--- config.mk ---
export PLATFORM = sky130hd
export DESIGN_NAME = adc_serial_reader
export DESIGN_NICKNAME = d
export VERILOG_FILES = /design/src/rtl/adc_pkg.sv /design/src/rtl/adc_serial_reader_sclk_divider.sv /design/src/rtl/adc_serial_reader.sv
export SDC_FILE = /design/constraint.sdc
export NUM_CORES = 1
export LEC_CHECK = 0
export ABC_CLOCK_PERIOD_IN_PS = 2500
export CORE_ASPECT_RATIO = 0.5
export CORE_MARGIN = 4
export CORE_UTILIZATION = 50
export CTS_BUF_LIST = sky130_fd_sc_hd__clkbuf_2
export DETAILED_ROUTE_END_ITERATION = 10
export PLACE_DENSITY = 0.83
export SKIP_CTS_REPAIR_TIMING = 1
export SLEW_MARGIN = 0
export SYNTH_ARGS = -nofsm -noshare
export SYNTH_HDL_FRONTEND = slang
export SYNTH_HIERARCHICAL = 1
export SYNTH_SLANG_ARGS = --single-unit
--- constraint.sdc ---
create_clock -name clk -period 2.5 [get_ports clk]
set_input_delay 0.75 -clock clk [delete_from_list [all_inputs] [get_ports clk]]
set_output_delay 0.75 -clock clk [all_outputs]
set_load 0.01 [all_outputs]
--- src/rtl/adc_pkg.sv ---
// ============================================================================
// Module : adc_pkg
// Brief  : Shared types and constants for the serial ADC front end.
// Rev    : 1.0
// ============================================================================
`default_nettype none

package adc_pkg;

  typedef enum logic [2:0] {
    IDLE     = 3'd0,
    CS_SETUP = 3'd1,
    SHIFT    = 3'd2,
    DONE     = 3'd3,
    QUIET    = 3'd4
  } adc_state_e;

  localparam int ADC_DATA_WIDTH = 16;
  localparam int AVG_SAMPLES    = 4;
  localparam int AVG_SHIFT      = 2;

endpackage

`default_nettype wire

--- src/rtl/adc_serial_reader_sclk_divider.sv ---
// ============================================================================
// Module : sclk_divider
// Brief  : Half-period tick generator for sclk; also times CS setup/quiet gaps.
// Rev    : 1.0
// ============================================================================
`default_nettype none

module sclk_divider #(
  parameter int CLK_DIV = 2
) (
  input  logic clk,
  input  logic reset,
  input  logic run_i,
  input  logic clr_i,
  output logic tick_o,
  output logic rise_tick_o
);

  localparam int CW = (CLK_DIV > 1) ? $clog2(CLK_DIV) : 1;

  logic [CW-1:0] cnt_q, cnt_d;
  logic          phase_q, phase_d;

  assign tick_o      = run_i && (cnt_q == CW'(CLK_DIV - 1));
  // Phase 0 is the low half of an sclk period, so its end is a rising edge.
  assign rise_tick_o = tick_o && !phase_q;

  always_comb begin
    cnt_d   = cnt_q;
    phase_d = phase_q;
    if (clr_i) begin
      cnt_d   = '0;
      phase_d = 1'b0;
    end else if (run_i) begin
      if (tick_o) begin
        cnt_d   = '0;
        phase_d = !phase_q;
      end else begin
        cnt_d = cnt_q + CW'(1);
      end
    end
  end

  always_ff @(posedge clk or posedge reset) begin
    if (reset) begin
      cnt_q   <= '0;
      phase_q <= 1'b0;
    end else begin
      cnt_q   <= cnt_d;
      phase_q <= phase_d;
    end
  end

endmodule

`default_nettype wire

--- src/rtl/adc_serial_reader.sv ---
// ============================================================================
// Module : adc_serial_reader
// Brief  : 3-wire MSB-first serial ADC reader; ADC_AVG4_EN averages 4 samples.
// Rev    : 1.0
// ============================================================================
`default_nettype none

module adc_serial_reader
  import adc_pkg::*;
#(
  parameter int DATA_WIDTH = ADC_DATA_WIDTH,
  parameter int CLK_DIV    = 2
) (
  input  logic                  clk,
  input  logic                  reset,
  input  logic                  start,
  input  logic                  adc_sdo,
  output logic                  adc_cs_n,
  output logic                  adc_sclk,
  output logic [DATA_WIDTH-1:0] adc_data,
  output logic                  data_valid,
  output logic                  busy
);

  localparam int BW = (DATA_WIDTH > 1) ? $clog2(DATA_WIDTH) : 1;

  adc_state_e            state_q, state_d;
  logic [DATA_WIDTH-1:0] shift_q, shift_d;
  logic [DATA_WIDTH-1:0] data_q, data_d;
  logic [BW-1:0]         bit_q, bit_d;
  logic                  cs_n_q, cs_n_d;
  logic                  sclk_q, sclk_d;
  logic                  valid_q, valid_d;
  logic                  busy_q, busy_d;
  logic                  tick, rise_tick, fall_tick;
  logic                  div_run, div_clr;
  logic                  shift_end;
  logic                  last_conv, more_conv;
  logic [DATA_WIDTH-1:0] result;

  sclk_divider #(
    .CLK_DIV (CLK_DIV)
  ) u_div (
    .clk         (clk),
    .reset       (reset),
    .run_i       (div_run),
    .clr_i       (div_clr),
    .tick_o      (tick),
    .rise_tick_o (rise_tick)
  );

  assign fall_tick = tick && !rise_tick;
  assign shift_end = (state_q == SHIFT) && fall_tick && (bit_q == '0);
  assign div_run   = (state_q == CS_SETUP) || (state_q == SHIFT) || (state_q == QUIET);
  // Every state starts its interval timing from a clean counter.
  assign div_clr   = (state_d != state_q);

`ifdef ADC_AVG4_EN
  localparam int SW  = DATA_WIDTH + AVG_SHIFT;
  localparam int CNW = $clog2(AVG_SAMPLES);

  logic [SW-1:0]  sum_q, sum_d, sum_next;
  logic [CNW-1:0] conv_q, conv_d;

  assign sum_next  = sum_q + SW'(shift_q);
  assign result    = DATA_WIDTH'(sum_next >> AVG_SHIFT);
  assign last_conv = (conv_q == CNW'(AVG_SAMPLES - 1));
  assign more_conv = (conv_q != '0);

  always_comb begin
    sum_d  = sum_q;
    conv_d = conv_q;
    if (shift_end && !last_conv) begin
      sum_d  = sum_next;
      conv_d = conv_q + CNW'(1);
    end else if (state_q == DONE) begin
      sum_d  = '0;
      conv_d = '0;
    end
  end

  always_ff @(posedge clk or posedge reset) begin
    if (reset) begin
      sum_q  <= '0;
      conv_q <= '0;
    end else begin
      sum_q  <= sum_d;
      conv_q <= conv_d;
    end
  end
`else
  assign result    = shift_q;
  assign last_conv = 1'b1;
  assign more_conv = 1'b0;
`endif

  always_comb begin
    state_d = state_q;
    shift_d = shift_q;
    bit_d   = bit_q;
    case (state_q)
      IDLE: begin
        if (start) state_d = CS_SETUP;
      end
      CS_SETUP: begin
        if (tick) begin
          state_d = SHIFT;
          bit_d   = BW'(DATA_WIDTH - 1);
        end
      end
      SHIFT: begin
        if (rise_tick) shift_d = {shift_q[DATA_WIDTH-2:0], adc_sdo};
        if (shift_end) begin
          state_d = last_conv ? DONE : QUIET;
        end else if (fall_tick) begin
          bit_d = bit_q - BW'(1);
        end
      end
      DONE: begin
        state_d = QUIET;
      end
      QUIET: begin
        if (tick) state_d = more_conv ? CS_SETUP : IDLE;
      end
      default: begin
        state_d = IDLE;
      end
    endcase
  end

  // Pins are computed from next state so they leave flops directly.
  always_comb begin
    cs_n_d  = !((state_d == CS_SETUP) || (state_d == SHIFT));
    sclk_d  = (state_q == SHIFT) && (state_d == SHIFT) &&
              (rise_tick || (sclk_q && !fall_tick));
    valid_d = (state_d == DONE);
    busy_d  = (state_d != IDLE);
    data_d  = (state_d == DONE) ? result : data_q;
  end

  always_ff @(posedge clk or posedge reset) begin
    if (reset) begin
      state_q <= IDLE;
      shift_q <= '0;
      bit_q   <= '0;
      data_q  <= '0;
      cs_n_q  <= 1'b1;
      sclk_q  <= 1'b0;
      valid_q <= 1'b0;
      busy_q  <= 1'b0;
    end else begin
      state_q <= state_d;
      shift_q <= shift_d;
      bit_q   <= bit_d;
      data_q  <= data_d;
      cs_n_q  <= cs_n_d;
      sclk_q  <= sclk_d;
      valid_q <= valid_d;
      busy_q  <= busy_d;
    end
  end

  assign adc_cs_n   = cs_n_q;
  assign adc_sclk   = sclk_q;
  assign adc_data   = data_q;
  assign data_valid = valid_q;
  assign busy       = busy_q;

endmodule

`default_nettype wire

### Word-level counts from Yosys, hierarchy flattened

Cells that the tools add are included.

| storage, ports and cells | value |
|---|---|
| bits of input ports | 4 |
| logic and storage cells | 63 |
| register bits after elaboration | 45 |

| operators by class | value |
|---|---|
| mux-type cells | 15 |
| $add $sub $neg | 2 |
| eq/ne operators | 11 |
| reductions and logical operators | 25 |

Operators by type and width:

| cell | count |
|---|---|
| case mux 3 bit (5 select lines) | 1 |
| == test 3 x 2 -> 1 bit (second input constant) | 4 |
| 2-to-1 mux 3 bit | 4 |
| 2-to-1 mux 4 bit | 3 |
| logical AND 1 bit | 8 |
| case mux 4 bit (2 select lines) | 1 |
| == test 3 x 1 -> 1 bit (second input constant) | 2 |
| 2-to-1 mux 1 bit | 6 |
| != test 2 bit (second input constant) | 3 |
| nonzero test 2 bit | 3 |
| logical NOT 1 bit | 4 |
| logical NOT 4 bit | 1 |
| logical OR 1 bit | 4 |
| AND reduction 2 bit | 2 |
| AND reduction 4 bit | 1 |
| subtractor 4 x 1 -> 4 bit (second input constant) | 1 |
| == test 3 bit (second input constant) | 1 |
| logical NOT 3 bit | 1 |
| != test 3 bit | 1 |
| nonzero test 3 bit | 1 |
| adder 1 bit (second input constant) | 1 |

### Longest topological paths before layout

Gate-level depths: netlist (run 1).

| depth | value |
|---|---|
| depth in word-level cells | 14 |
| mapped depth | 11 |
| gate-level depth less buffers | 10 |

### Modules after synthesis

Netlist (run 1), hierarchy kept.

By module, submodules not included:

| module | times used | area an instance (um^2) | seq. area each (um^2) | cells an instance |
|---|---|---|---|---|
| adc_serial_reader | 1 | 1889.3 | 1077.3 | 136 |
| sclk_divider | 1 | 106.4 | 50.0 | 10 |

### Worst setup path before layout (run 1)

OpenSTA, ideal clock, no wires.

| timing | value |
|---|---|
| path kind | flip-flop to flip-flop |
| start | reg state_q[1] |
| end | reg shift_q[0], in the netlist result[0] |
| clock period less this slack | 2.512 ns |
| buffers on the path | 3 |
| cell stages (with the launch flop) | 10 |
| library setup time | 0.125 ns |
| arrival | 2.387 ns |
| setup slack | -0.012 ns |
| path through | dfrtp_1 > clkbuf_1 > xnor2_1 > o21ai_0 > and2_4 > nor2b_1 > and2_1 > buf_4 > buf_4 > mux2_2 |

| on the way | value |
|---|---|
| cells in the longest elaborated chain, start to end | 6 |

RTL lines:

| what | RTL line | RTL |
|---|---|---|
| start, declared | adc_serial_reader.sv:27 | `adc_state_e state_q, state_d;` |
| start signal, assigned | adc_serial_reader.sv:152 | `state_q <= state_d;` |
| == test 3 x 1 -> 1 bit / == test 3 x 2 -> 1 bit (equally long branches) | adc_serial_reader.sv:54 | `assign div_run = (state_q == CS_SETUP) \|\| (state_q == SHIFT) \|\| (state_q == QUIET);` |
| logical OR 1 bit | adc_serial_reader.sv:54 |  |
| logical OR 1 bit * | adc_serial_reader.sv:54 |  |
| via div_run | adc_serial_reader.sv:36 | `logic div_run, div_clr;` |
| logical AND 1 bit * | adc_serial_reader_sclk_divider.sv:24 | `assign tick_o = run_i && (cnt_q == CW'(CLK_DIV - 1));` |
| via tick | adc_serial_reader.sv:35 | `logic tick, rise_tick, fall_tick;` |
| logical AND 1 bit * | adc_serial_reader_sclk_divider.sv:26 | `assign rise_tick_o = tick_o && !phase_q;` |
| via rise_tick | adc_serial_reader.sv:35 |  |
| AND reduction 2 bit (no source line) * | - |  |
| end signal, assigned | adc_serial_reader.sv:153 | `shift_q <= shift_d;` |
| end, declared | adc_serial_reader.sv:28 | `logic [DATA_WIDTH-1:0] shift_q, shift_d;` |

The timed path passes the listed nets; every way through them passes the cells marked *.
A chain may end at the register's enable or synchronous reset.

### Final worst setup path (run 1)

| timing | value |
|---|---|
| start | reg state_q[2] |
| end | reg data_q[0], in the netlist adc_data[0] |

| on the way | value |
|---|---|
| cells in the longest elaborated chain, start to end | 12 |

RTL lines:

| what | RTL line | RTL |
|---|---|---|
| == test 3 x 1 -> 1 bit / == test 3 x 2 -> 1 bit (equally long branches) | adc_serial_reader.sv:54 |  |
| logical OR 1 bit | adc_serial_reader.sv:54 |  |
| logical OR 1 bit * | adc_serial_reader.sv:54 |  |
| via div_run | adc_serial_reader.sv:36 |  |
| logical AND 1 bit * | adc_serial_reader_sclk_divider.sv:24 |  |
| via tick | adc_serial_reader.sv:35 |  |
| logical AND 1 bit | adc_serial_reader_sclk_divider.sv:26 |  |
| logical NOT 1 bit | adc_serial_reader.sv:52 | `assign fall_tick = tick && !rise_tick;` |
| logical AND 1 bit | adc_serial_reader.sv:52 |  |
| logical AND 1 bit (2 in a row) | adc_serial_reader.sv:53 | `assign shift_end = (state_q == SHIFT) && fall_tick && (bit_q == '0);` |
| 2-to-1 mux 3 bit | adc_serial_reader.sv:113 | `if (shift_end) begin` |
| case mux 3 bit (5 select lines) * | adc_serial_reader.sv:101 | `case (state_q)` |
| == test 3 x 2 -> 1 bit * | adc_serial_reader.sv:138 | `data_d = (state_d == DONE) ? result : data_q;` |
| end signal, assigned | adc_serial_reader.sv:155 | `data_q <= data_d;` |
| end, declared | adc_serial_reader.sv:29 | `logic [DATA_WIDTH-1:0] data_q, data_d;` |

Marks and branches as above.

==> results of run 1 <==
==> through the flow <==
stage | setup WS [ns] | cells | power (W)
final | 0.238 | 227 | 0.00175
after global routing | 0.104 | 227 | 0.00187
after CTS | 0.223 | 227 | 0.00177
after detailed placement | 0.243 | 219 | 0.00145
after global placement | 0.271 | 219 | 0.00144
after floorplan | 0.0936 | 146 | 0.00131
==> critical path, cell delays in order (launching register included) <==
cell     delay [ns]
dfrtp_1        0.51
xnor2_1        0.15
o21ai_0        0.25
and2_4         0.25
inv_1          0.13
nor3b_4        0.32
nand2_4        0.22
mux2_4         0.35
==> layer usage <==
layer	track usage	part of all wire
met5	0	0
met4	0.0621	0.014
met3	0.0412	0.048
met2	0.233	0.47
met1	0.161	0.47
==> Yosys cell counts <==
cell type   n  share of area
dfstp_2     1          0.013
nand2_1     2         0.0038
and2_4      1         0.0044
inv_1       6          0.011
nor3b_1     1         0.0038
or2_2       1         0.0031
nor3_2      1         0.0050
buf_4       2         0.0075
nor3_1      5          0.013
a31oi_1     2         0.0063
nand2b_1    2         0.0063
a21o_1      2         0.0075
a22o_1      1         0.0044
nor2b_1     4          0.013
and2_1      1         0.0031
mux2_4     10          0.075
nor3b_4     2          0.019
nand3b_1    1         0.0038
a31o_2      2         0.0088
mux2_2     24           0.14
ha_1        2          0.013
o22ai_1     1         0.0031
buf_6       1         0.0056
o21ai_0     2         0.0050
nor2_1      6          0.011
dfrtp_1    44           0.55
nand2_4     1         0.0056
clkbuf_1    3         0.0056
o21ai_1     1         0.0025
nor3b_2     1         0.0063
o22a_1      1         0.0044
nand4_1     2         0.0063
a21oi_1     5          0.013
a211oi_1    1         0.0038
o21a_1      1         0.0038
xnor2_1     3          0.013
==> worst max path at each step <==
stage | from | to | slack [ns] | cells past startpoint
after global placement | start | u_div/phase_q | 0.27 | 7
final | state_q[2] | adc_data[0] | 0.24 | 7
after CTS | state_q[2] | adc_data[4] | 0.22 | 7
after floorplan | state_q[1] | result[0] | 0.09 | 9
after global routing | state_q[2] | adc_data[10] | 0.10 | 7
after detailed placement | start | u_div/phase_q | 0.24 | 7
==> sequential cells by signal, indices dropped and copies added, names as in the netlist <==
signal,cells
adc_cs_n,1
adc_data,16
adc_sclk,1
bit_q,4
busy,1
data_valid,1
result,16
state_q,3
u_div/cnt_q,1
u_div/phase_q,1
==> final cells by class <==
type                            count  area (um^2)  share of cell area
Sequential cell                    45         1130               0.480
Multi-Input combinational cell     89          811               0.345
Timing Repair Buffer               28          280               0.119
Tap cell                           51         63.8              0.0271
Clock buffer                        5         25.0              0.0106
Inverter                            6         22.5             0.00958
Clock inverter                      3         21.3             0.00905
==> layout by cell type, fill, tap and decap left out, types with 2 or more instances in the layout <==
master and n:
dfrtp_1 44, mux2_2 24, clkdlybuf4s50_1 23, mux2_4 10, inv_1 6, nor2_1 6
nor3_1 5, a21oi_1 5, clkbuf_2 5, buf_4 4, xnor2_1 3, nor2b_1 3
nor3b_4 2, a31o_2 2, nand4_1 2, a21o_1 2, nand2b_1 2, nand2_1 2
o21ai_0 2, a31oi_1 2, ha_1 2
==> logic make-up (layout without fill, tap and decap cells) <==
kind of cell,Yosys count,after routing,synth area share
xor+xnor,3,3,0.0132
fa+ha+maj,2,2,0.0125
compound gates,19,19,0.0621
simple gates,31,31,0.107
buf+inv,12,42,0.0301
flops,45,45,0.565
mux,34,34,0.211
==> where the power goes <==
group	switching, W	internal (W)
Clock	0.000242	0.0000706
Sequential	0.0000826	0.000817
Combinational	0.000278	0.000263
Total	0.000603	0.00115
==> results.md, run 1 <==
- WL final: ~3100 um
- Final setup fails: 0
- Ant diodes: 0
- Die Span X: about 97 um
- Reg clk slew, reported paths: between 0.2 and 0.25 ns
- Worst rel slew slack: 0.649
- Initial core utilization: 0.551
- Synth unique cells: 36
- Maxcap violations: 0
- Largest net degree at the start of global routing: 44
- Critical path arrival: around 2.6 ns
- Vias in the first global route: about 1200
- DIE AREA: ~5100 um^2
- Hold Fails Final Rpt: 0
- Total grt overflow: 0
- Sequential fraction of the synthesis area: 0.565
- Final ANT Viol Nets: 0
- Drt initial violations: 22
- Clock Path Buffers: 2
- Synth warnings: 6
- Fin nets: roughly 180
- First-pass GRT wire length: 5390 um
- H-Tree Depth: 2
- Pins over their slew limit: 0
- Num Clock Sinks: 45
- CTS tree: done
- Fin crit period: 2.26 ns
- FF-to-FF Start: state_q[2]
- Min-delay worst type: in -> async
- Antenna violations before repair: 0
- WL per Instance: 13.6 um
- Pwr dens: 746 nW/um^2
- Post-synthesis cell count: around 150
- Core area: between 3000 and 4000 um^2
- Synth Net Count: between 150 and 200
- Period Utilization, post-route: 0.905
- Critical path endpoint category: flip-flop
- Post-layout util: 0.649
- Share of layout cells above drive strength 1: 0.330
- Synth-to-Final Area Change: 17.8%
- Status: finished, final reports clean
- Max VDD drop: between 0.0005 and 0.0006 V
- Worst Setup Start Kind: flip-flop
- # IOs: 24
- Clock root buffer: clkbuf_2
- Final Instance Area: around 2400 um^2
- CP max FO: 17
- Placer congestion estimate: approximately 0.83
- Netlist Area Pre-Place: 2000 um^2
- Vias: approximately 1200
- DRT Pass-1 Iters: 4
- Synth Register Bits: between 40 and 50
- Worst EP required: between 2 and 3 ns
- Leakage: around 1.1 nW
- Setup TNS: 0 ns
- RSZ-0062 raised after global routing: no
- All-Layer GR Usage: 0.136
- Rows: 15
- DRC: 0
- Post-DP Area: between 2000 and 2500 um^2
- Worst reg2reg path depth: 7
- DIE HEIGHT: 52.7 um
- Worst reg-to-reg setup slack: around 0.24 ns
- Port bufs: 23
- Reg-to-reg endpoint: adc_data[0]
- CTS Buf Count: 5
- Worst slew pin tran: around 0.53 ns
- FILL cells: ~270
- Dpl hpwl: 2150 um
- Syn_area_per_cell: roughly 14 um^2
- Worst hold slack: between 0.4 and 0.5 ns
- Worst setup path category: reg -> reg
- Vias per cell: about 5.2
- Clk_skew: between 0.02 and 0.03 ns
- F_max: 442 MHz
- Clock latency on the worst-skew pair: 0.42 ns
(Power assumes the default switching activity.)
==> run 2: changes to the inputs <==
CORE_UTILIZATION = 51   (was 50)
PLACE_DENSITY = 0.84   (was 0.83)
==> results.md, run 2 (synthesis gave the netlist of run 1 again) <==
- Pwr dens: 744 nW/um^2 (-0.18%)
- Initial core utilization: 0.554 (+0.00287)
- Largest net degree at the start of global routing: 34 (-23%)
- Ant diodes: 0 (unchanged)
- Synth-to-Final Area Change: 18.4%
- Rows: 15 (unchanged)
- Overall power: 0.00176 W (+0.35%)
- Most frequent cells in the layout: 44 x dfrtp_1, 24 x mux2_2, 23 x clkdlybuf4s50_1
- Worst slew pin tran: 0.472 ns (-0.0547 ns)
- WL per Instance: 13.5 um (-0.45%)
- Period Utilization, post-route: 0.911 (+0.00592)
- Core area: 3600 um^2 (-0.52%)
- Maxcap violations: 0 (unchanged)
- RSZ-0062 raised after global routing: no
- Status: finished, final reports clean
- Num Clock Sinks: 45 (unchanged)
- H-Tree Depth: 2 (unchanged)
- Clock Path Buffers: 2 (unchanged)
- Worst hold slack: 0.483 ns (+0.00967 ns)
- Placer congestion estimate: 0.770 (-7.7%)
- DRC: 0 (unchanged)
- Cell internal pwr: 0.00115 W (+0.37%)
- Fin nets: 181 (unchanged)
- Port bufs: 23 (unchanged)
- Reg area: 1130 um^2 (unchanged)
- Dpl hpwl: 2240 um (+3.8%)
- Power share of the sequential group: 0.504 (-0.009)
- Vias: 1179 (+0.77%)
- Pins over their slew limit: 0 (unchanged)
- Drt initial violations: 33 (+50%)
- Final ANT Viol Nets: 0 (unchanged)
- Worst setup path category: reg -> reg
- Share of layout cells above drive strength 1: 0.330 (unchanged)
- Cell Count, Final, Fillers Out: 227 (unchanged)
- Dpl cells: 219 (unchanged)
- Vias in the first global route: 1188 (-0.92%)
- Clock root buffer: clkbuf_2
- Total grt overflow: 0 (unchanged)
- Area of the multi-input gates: 811 um^2 (unchanged)
- Hold Fails Final Rpt: 0 (unchanged)
- Antenna violations before repair: 0 (unchanged)
- Clk_skew: 0.0249 ns (-0.00127 ns)
- Switching Share: 0.344 (about the same)
- Die Span X: 96.5 um (-0.90%)
- FILL cells: 286 (+4.8%)
- Reg clk slew, reported paths: 0.23 ns (about the same)
- DIE HEIGHT: 52.2 um (-0.84%)
- WL final: 3070 um (-0.45%)
- Clock share of power: 0.177 (about the same)
- Max VDD drop: 0.000442 V (-14%)
- Final setup fails: 0 (unchanged)
- All-Layer GR Usage: 0.144 (+0.00830)
- Commonest non-fill, non-tap cell in the layout: dfrtp_1
- Sw power: 0.000605 W (+0.32%)
- F_max: 439 MHz (-0.65%)
- CP max FO: 17 (unchanged)
- Critical path endpoint category: flip-flop
- CTS tree: done
- Fin crit period: 2.28 ns (+0.0148 ns)
- Clock latency on the worst-skew pair: 0.42 ns (about the same)
- Min-delay worst type: in -> async
- # IOs: 24 (unchanged)
- DIE AREA: 5040 um^2 (-1.7%)
- Setup TNS: 0 ns (unchanged)
- Worst Setup Start Kind: flip-flop
- Comb power frac: 0.319 (+0.010)
- Leakage: 1.14 nW (+0.40%)
- CTS Buf Count: 5 (unchanged)
- DRT Pass-1 Iters: 4 (unchanged)
- Critical path arrival: 2.60 ns (about the same)
- Vias per cell: 5.19 (+0.77%)
- First-pass GRT wire length: 5470 um (+1.5%)
- Worst rel slew slack: 0.685 (+0.0361)
- Worst EP required: 2.82 ns (-0.02 ns)
## run 2: cell counts in the layout (fill, tap and decap cells not counted)
Identical to the previous run, type by type.
## run 2: per-layer routing
metal / global-route usage / up-vias / part of all wire
li1: - / 573 / -
met1: 0.186 / 578 / 0.47
met2: 0.229 / 21 / 0.47
met3: 0.0430 / 7 / 0.041
met4: 0.0558 / 0 / 0.015
met5: 0 / - / 0
## run 2: power by group through the flow
| stage | Clock, W | Combinational [W] | Sequential [W] |
|---|---|---|---|
| after global placement | 0 | 0.000545 | 0.000895 |
| after CTS | 0.000322 | 0.000562 | 0.000884 |
| after floorplan | 0 | 0.000410 | 0.000902 |
| after global routing | 0.000360 | 0.000620 | 0.000901 |
| final | 0.000311 | 0.000562 | 0.000886 |
| after detailed placement | 0 | 0.000560 | 0.000898 |
## run 2: path summary, 6_finish.rpt
check	from	to	slack, ns	depth (start not counted)
worst max-delay path	state_q[1]	adc_data[7]	0.22	7
worst min-delay path	reset	u_div/cnt_q	0.48	2
worst max register to register	state_q[1]	adc_data[7]	0.22	7
worst min register to register	adc_data[3]	adc_data[3]	0.54	1
max in group asynchronous	reset	result[12]	1.32	3
min in group clk	adc_data[3]	adc_data[3]	0.54	1
## run 2: worst max-delay path, stage by stage (launching register included)
cell and delay [ns]:
dfrtp_1 0.49, xnor2_1 0.15, o21ai_1 0.23, and2_4 0.25, inv_1 0.13, nor3b_4 0.35
nand2_4 0.23, mux2_4 0.35
## run 2: area by class of cell
class	count	area share
Clock inverter	3	0.00900
Inverter	6	0.00953
Clock buffer	5	0.0106
Multi-Input combinational cell	89	0.343
Tap cell	51	0.0270
Sequential cell	45	0.477
Timing Repair Buffer	28	0.124
## run 2: stage by stage
stage / worst slack [ns] / area (um^2) / utilization
detailed placement: 0.137 / 2320 / 0.643
global route: 0.0969 / 2360 / 0.656
floorplan: 0.0936 / 2000 / -
global placement: 0.209 / 2320 / 0.643
CTS: 0.106 / 2360 / 0.656
finish: 0.223 / 2360 / 0.656
==> patch 1, RTL diff (flow settings as in run 1) <==
`CLK_DIV` is set to 2 in 2 places; all go to 4.
--- a/src/rtl/adc_serial_reader_sclk_divider.sv
+++ b/src/rtl/adc_serial_reader_sclk_divider.sv
@@ -6,7 +6,7 @@
 `default_nettype none
 
 module sclk_divider #(
-  parameter int CLK_DIV = 2
+  parameter int CLK_DIV = 4
 ) (
   input  logic clk,
   input  logic reset,
--- a/src/rtl/adc_serial_reader.sv
+++ b/src/rtl/adc_serial_reader.sv
@@ -9,7 +9,7 @@
   import adc_pkg::*;
 #(
   parameter int DATA_WIDTH = ADC_DATA_WIDTH,
-  parameter int CLK_DIV    = 2
+  parameter int CLK_DIV    = 4
 ) (
   input  logic                  clk,
   input  logic                  reset,
Behaviour: not the same (a bounded check fails within 10 cycles, from zero or initial values and one cycle with reset high).
==> patch 1 against run 1 <==
- power down 1.4%
- area after synthesis up 2.8%
- non-clock buffer count up 2
- wire length up 5.8%
- setup slack better by 0.020 ns
- sequential power up 1%
- critical path depth unchanged
- worst hold slack better by 0.024 ns
- final area up 2.6%
- cell count up 4.4%
- sequential cell count up 1
- clock power down 2%
- critical endpoint is now result[0]$_DFFE_PP0P_
==> patch 1: results (changes against run 1) <==
* Lkg Pwr at 1.17 nW (was 1.13 nW)
* WP data arrival at 2.55 ns (was 2.60 ns)
* Post-synth top cells: dfrtp_1 (45), mux2_2 (25), mux2_4 (9) (was dfrtp_1 (44), mux2_2 (24), mux2_4 (10))
* CP max FO at 16 (was 17)
* WL met1 at 1460 um (was 1440 um)
* Share of post-route cells with drive strength above 1 at 0.328 (was 0.330)
* Routability cong. at 0.871 (was 0.834)
* Final #Nets at 189 (was 181)
* Peak VDD IR at 0.505 mV (was 0.516 mV)
* WHS at 0.497 ns (was 0.473 ns)
* Setup slack, reg-to-reg at 0.26 ns (was 0.24 ns)
* Dominant cells by area after synthesis: dfrtp_1 (55%), mux2_2 (14%), mux2_4 (6.6%), ha_1 (1.8%), nor3b_4 (1.8%) (was dfrtp_1 (55%), mux2_2 (14%), mux2_4 (7.5%), nor3b_4 (1.9%), dfstp_2 (1.3%))
* Relative slew slack at 0.655 (was 0.649)
* Worst skew pair latency at 0.40 ns (was 0.42 ns)
* Iter 0 DRT Violations at 60 (was 22)
* Netlist cell types at 38 (was 36)
* Origin of the worst setup path: state_q[1]$_DFF_PP0_ (was state_q[2]$_DFF_PP0_)
* Met2 Usage GRT at 0.251 (was 0.233)
* Met3 Usage GRT at 0.0368 (was 0.0412)
* First-pass GRT wire length at 5590 um (was 5390 um)
* Drt wl/cell at 13.8 um (was 13.6 um)
* Final HPWL DP at 2400 um (was 2150 um)
* Vias per inst at 5.23 (was 5.15)
* Sequential area share after synthesis at 0.562 (was 0.565)
* Met2 routed WL at 1650 um (was 1450 um)
* Worst-path clk slew at 0.22 ns
* Outcome: complete, no violations (unchanged)
* Met3 wire len at 127 um (was 147 um)
## patch 1: area by class of cell
cell class,count,area (um^2)
fill,310,1510
sequential,46,1150
multi-input combinational,93,842
timing repair buffer,30,283
tap,54,67.6
clock buffer,6,30.0
inverter,6,22.5
clock inverter,2,13.8
## patch 1: worst max-delay path, delay by kind of cell, from the launching register on
kind                      cells  cell delay [ns]
AOI/OAI and AO/OA             1             0.21
DFF                           1             0.51
buffers and inverters         1             0.23
xor gates and xnor gates      1             0.16
and+or+nand+nor               3             0.68
muxes                         1             0.37
## patch 1: per-stage QoR
step                power (mW)  cells  area (um^2)  setup slack (ns)   util
finish                    1.73    237         2410             0.258  0.614
global route              1.84    237         2410             0.101  0.614
CTS                       1.75    237         2410             0.231  0.614
detailed placement        1.44    229         2370             0.224  0.603
global placement          1.41    229         2370             0.274  0.603
floorplan                 1.28    151         2060            0.0348      -
## patch 1: kinds of logic (layout without fill, tap and decap cells)
kind of cell    after synthesis  in the layout  share of synthesized area
flops                        46             46                      0.562
buf+inv                      12             44                     0.0293
xor+xnor                      2              2                    0.00854
fa+ha+maj                     3              3                     0.0183
simple gates                 33             33                      0.110
compound gates               20             20                     0.0646
mux                          35             35                      0.208
## patch 1: worst paths after layout
path	depth (start not counted)	end
worst max-delay path	7	result[0]$_DFFE_PP0P_
worst min register to register	1	adc_data[14]$_DFFE_PP0P_
worst max register to register	7	result[0]$_DFFE_PP0P_
min in group clk	1	adc_data[14]$_DFFE_PP0P_
worst min-delay path	2	u_div/phase_q$_DFFE_PP0P_
max in group asynchronous	3	adc_cs_n$_DFF_PP1_
## patch 1: power by group
part	switching, mW	total [mW]	internal [mW]
Clock	0.234	0.308	0.0739
Combinational	0.251	0.509	0.258
Sequential	0.0799	0.912	0.832
==> patch 2, RTL diff (config.mk and constraints of run 1) <==
Made on the original files. Remove the register `busy_q`: a continuous assignment takes its place, so the output `busy` follows one clock earlier.
--- a/src/rtl/adc_serial_reader.sv
+++ b/src/rtl/adc_serial_reader.sv
@@ -147,7 +147,6 @@
       cs_n_q  <= 1'b1;
       sclk_q  <= 1'b0;
       valid_q <= 1'b0;
-      busy_q  <= 1'b0;
     end else begin
       state_q <= state_d;
       shift_q <= shift_d;
@@ -156,9 +155,10 @@
       cs_n_q  <= cs_n_d;
       sclk_q  <= sclk_d;
       valid_q <= valid_d;
-      busy_q  <= busy_d;
     end
   end
+
+  assign busy_q = busy_d;
 
   assign adc_cs_n   = cs_n_q;
   assign adc_sclk   = sclk_q;
Behaviour: not the same (Yosys sat finds a counterexample within 4 cycles, from zero or initial values and one cycle with reset high).
==> patch 2 against run 1 <==
- via count grew 0.68%
- first-iteration DRC count stayed put
- register-to-register slack gained 0.03 ns
- maximum frequency fell by 6.2%
- sequential cell count shrank 1
- power grew 0.74%
- sequential share of layout area shrank 1.2 points
- setup slack lost 0.15 ns
- wire length increased by 3.4%
- area after synthesis shrank 1.3%
- sequential power decreased by 4.1%
- critical path depth stayed put
- final area increased by 0.37%
- clock power fell by 8.6%
- critical path type is now flip-flop to primary output
==> patch 2: results (changes against run 1) <==
* Peak VDD IR at 0.464 mV (was 0.516 mV)
* CTS Buffer Depth at 2 (unchanged)
* WP data arrival at 1.66 ns (was 2.60 ns)
* Dominant cells by area after synthesis: dfrtp_1 (55%), mux2_2 (14%), mux2_4 (7.6%), nor3b_4 (1.9%), dfstp_2 (1.3%) (was dfrtp_1 (55%), mux2_2 (14%), mux2_4 (7.5%), nor3b_4 (1.9%), dfstp_2 (1.3%))
* Synth Net Count at 151 (was 152)
* Total Wirelength at 3190 um (was 3080 um)
* Post-synth top cells: dfrtp_1 (43), mux2_2 (24), mux2_4 (10) (was dfrtp_1 (44), mux2_2 (24), mux2_4 (10))
* Hold crit path type: input pin to async pin (unchanged)
* Final HPWL DP at 2300 um (was 2150 um)
* Sequential area share after synthesis at 0.559 (was 0.565)
* Global Route Usage Sum at 0.139 (was 0.136)
* Critical Path Max Stage Delay at 0.45 ns (was 0.51 ns)
* Setup violations, final at 0 (unchanged)
* Routability cong. at 0.799 (was 0.834)
* Share of post-route cells with drive strength above 1 at 0.352 (was 0.330)
* Final core utilization at 0.655 (was 0.649)
* FILL cells at 293 (was 273)
* R2R cell count at 8 (was 7)
* Async SR Flop Fraction at 1.00 (unchanged)
* Vias at 1178 (was 1170)
* Initial antenna violation count at 0 (unchanged)
* Worst skew pair latency at 0.39 ns (was 0.42 ns)
* # diodes at 0 (unchanged)
* Worst-path clk slew at 0.21 ns (was 0.23 ns)
* FF-to-FF Start: state_q[1]$_DFF_PP0_ (was state_q[2]$_DFF_PP0_)
* Outcome: complete, no violations (unchanged)
* Origin of the worst setup path: state_q[2]$_DFF_PP0_ (unchanged)
* Max Clock Skew at 0.0143 ns (was 0.0262 ns)
* Yosys Warn Count at 6 (unchanged)
* CP delay by family, top: flip-flops (was simple AND/OR/NAND/NOR gates)
* Final #Nets at 184 (was 181)
* First-pass GRT wire length at 5510 um (was 5390 um)
* Critical Path Sink: busy (was adc_data[0]$_DFFE_PP0P_)
* CP max FO at 3 (was 17)
* Lkg Pwr at 1.14 nW (was 1.13 nW)
* Drt first pass iters at 4 (unchanged)
* Max Fclk at 0.415 GHz (was 0.442 GHz)
* CTS H-tree depth at 2 (unchanged)
* Setup slack, reg-to-reg at 0.27 ns (was 0.24 ns)
* Largest net degree at the start of global routing at 43 (was 44)
* Tightest Pin Transition at 0.506 ns (was 0.527 ns)
## patch 2: worst min path at each step
| stage | slack, ns | end | cells after the start | from |
|---|---|---|---|---|
| finish | 0.52 | u_div/cnt_q$_DFFE_PP0P_ | 2 | reset |
| global placement | 0.49 | adc_data[15]$_DFFE_PP0P_ | 1 | result[15]$_DFFE_PP0P_ |
| detailed placement | 0.49 | adc_data[0]$_DFFE_PP0P_ | 1 | adc_data[0]$_DFFE_PP0P_ |
| floorplan | 0.47 | bit_q[0]$_DFFE_PP0P_ | 1 | bit_q[0]$_DFFE_PP0P_ |
| CTS | 0.49 | u_div/cnt_q$_DFFE_PP0P_ | 2 | reset |
| global route | 0.48 | u_div/phase_q$_DFFE_PP0P_ | 2 | reset |
## patch 2: worst register-to-register path: cells and delay by family (launching register included)
| family | cells | cell delay, ns |
|---|---|---|
| xor gates and xnor gates | 1 | 0.14 |
| AOI/OAI and AO/OA | 1 | 0.15 |
| muxes | 1 | 0.36 |
| buffers and inverters | 2 | 0.29 |
| DFF | 1 | 0.46 |
| and+or+nand+nor | 3 | 0.77 |
## patch 2: kinds of logic (layout without fill, tap and decap cells)
group / count (synthesis) / count (layout) / synth area share
compound gates: 19 / 19 / 0.0629
xor+xnor: 3 / 3 / 0.0133
fa+ha+maj: 2 / 2 / 0.0127
buf+inv: 12 / 46 / 0.0305
flops: 44 / 44 / 0.559
mux: 34 / 34 / 0.213
simple gates: 31 / 31 / 0.108
## patch 2: final cells by class
class	instances	area share
flip-flops and latches	44	0.467
multi-input cells	89	0.348
repair buffers	32	0.129
well taps	51	0.0270
clock buffers	5	0.0106
inverters	6	0.00954
clock inverters	3	0.00795
## patch 2: routing by layer
layer	wire length [um]	up-vias	track usage	part of all wire
li1	-	577	-	-
met1	1420	576	0.147	0.44
met2	1620	21	0.268	0.51
met3	114	4	0.0398	0.036
met4	35	0	0.0583	0.011
met5	0	-	0	0
## patch 2: report_power, final
group / total [mW] / internal [mW] / switching, mW / leakage, nW
combinational: 0.617 / 0.303 / 0.314 / 0.528
clock: 0.286 / 0.0649 / 0.221 / 0.0226
sequential: 0.862 / 0.794 / 0.0682 / 0.587
## patch 2: through the flow
| stage | total power [mW] | cell area, um^2 | instances | setup slack, ns |
|---|---|---|---|---|
| finish | 1.77 | 2360 | 230 | 0.0886 |
| global route | 1.90 | 2360 | 230 | -0.0798 |
| CTS | 1.77 | 2350 | 230 | -0.487 |
| detailed placement | 1.49 | 2310 | 222 | -0.217 |
| global placement | 1.46 | 2310 | 222 | -0.215 |
| floorplan | 1.29 | 1970 | 145 | 0.0936 |
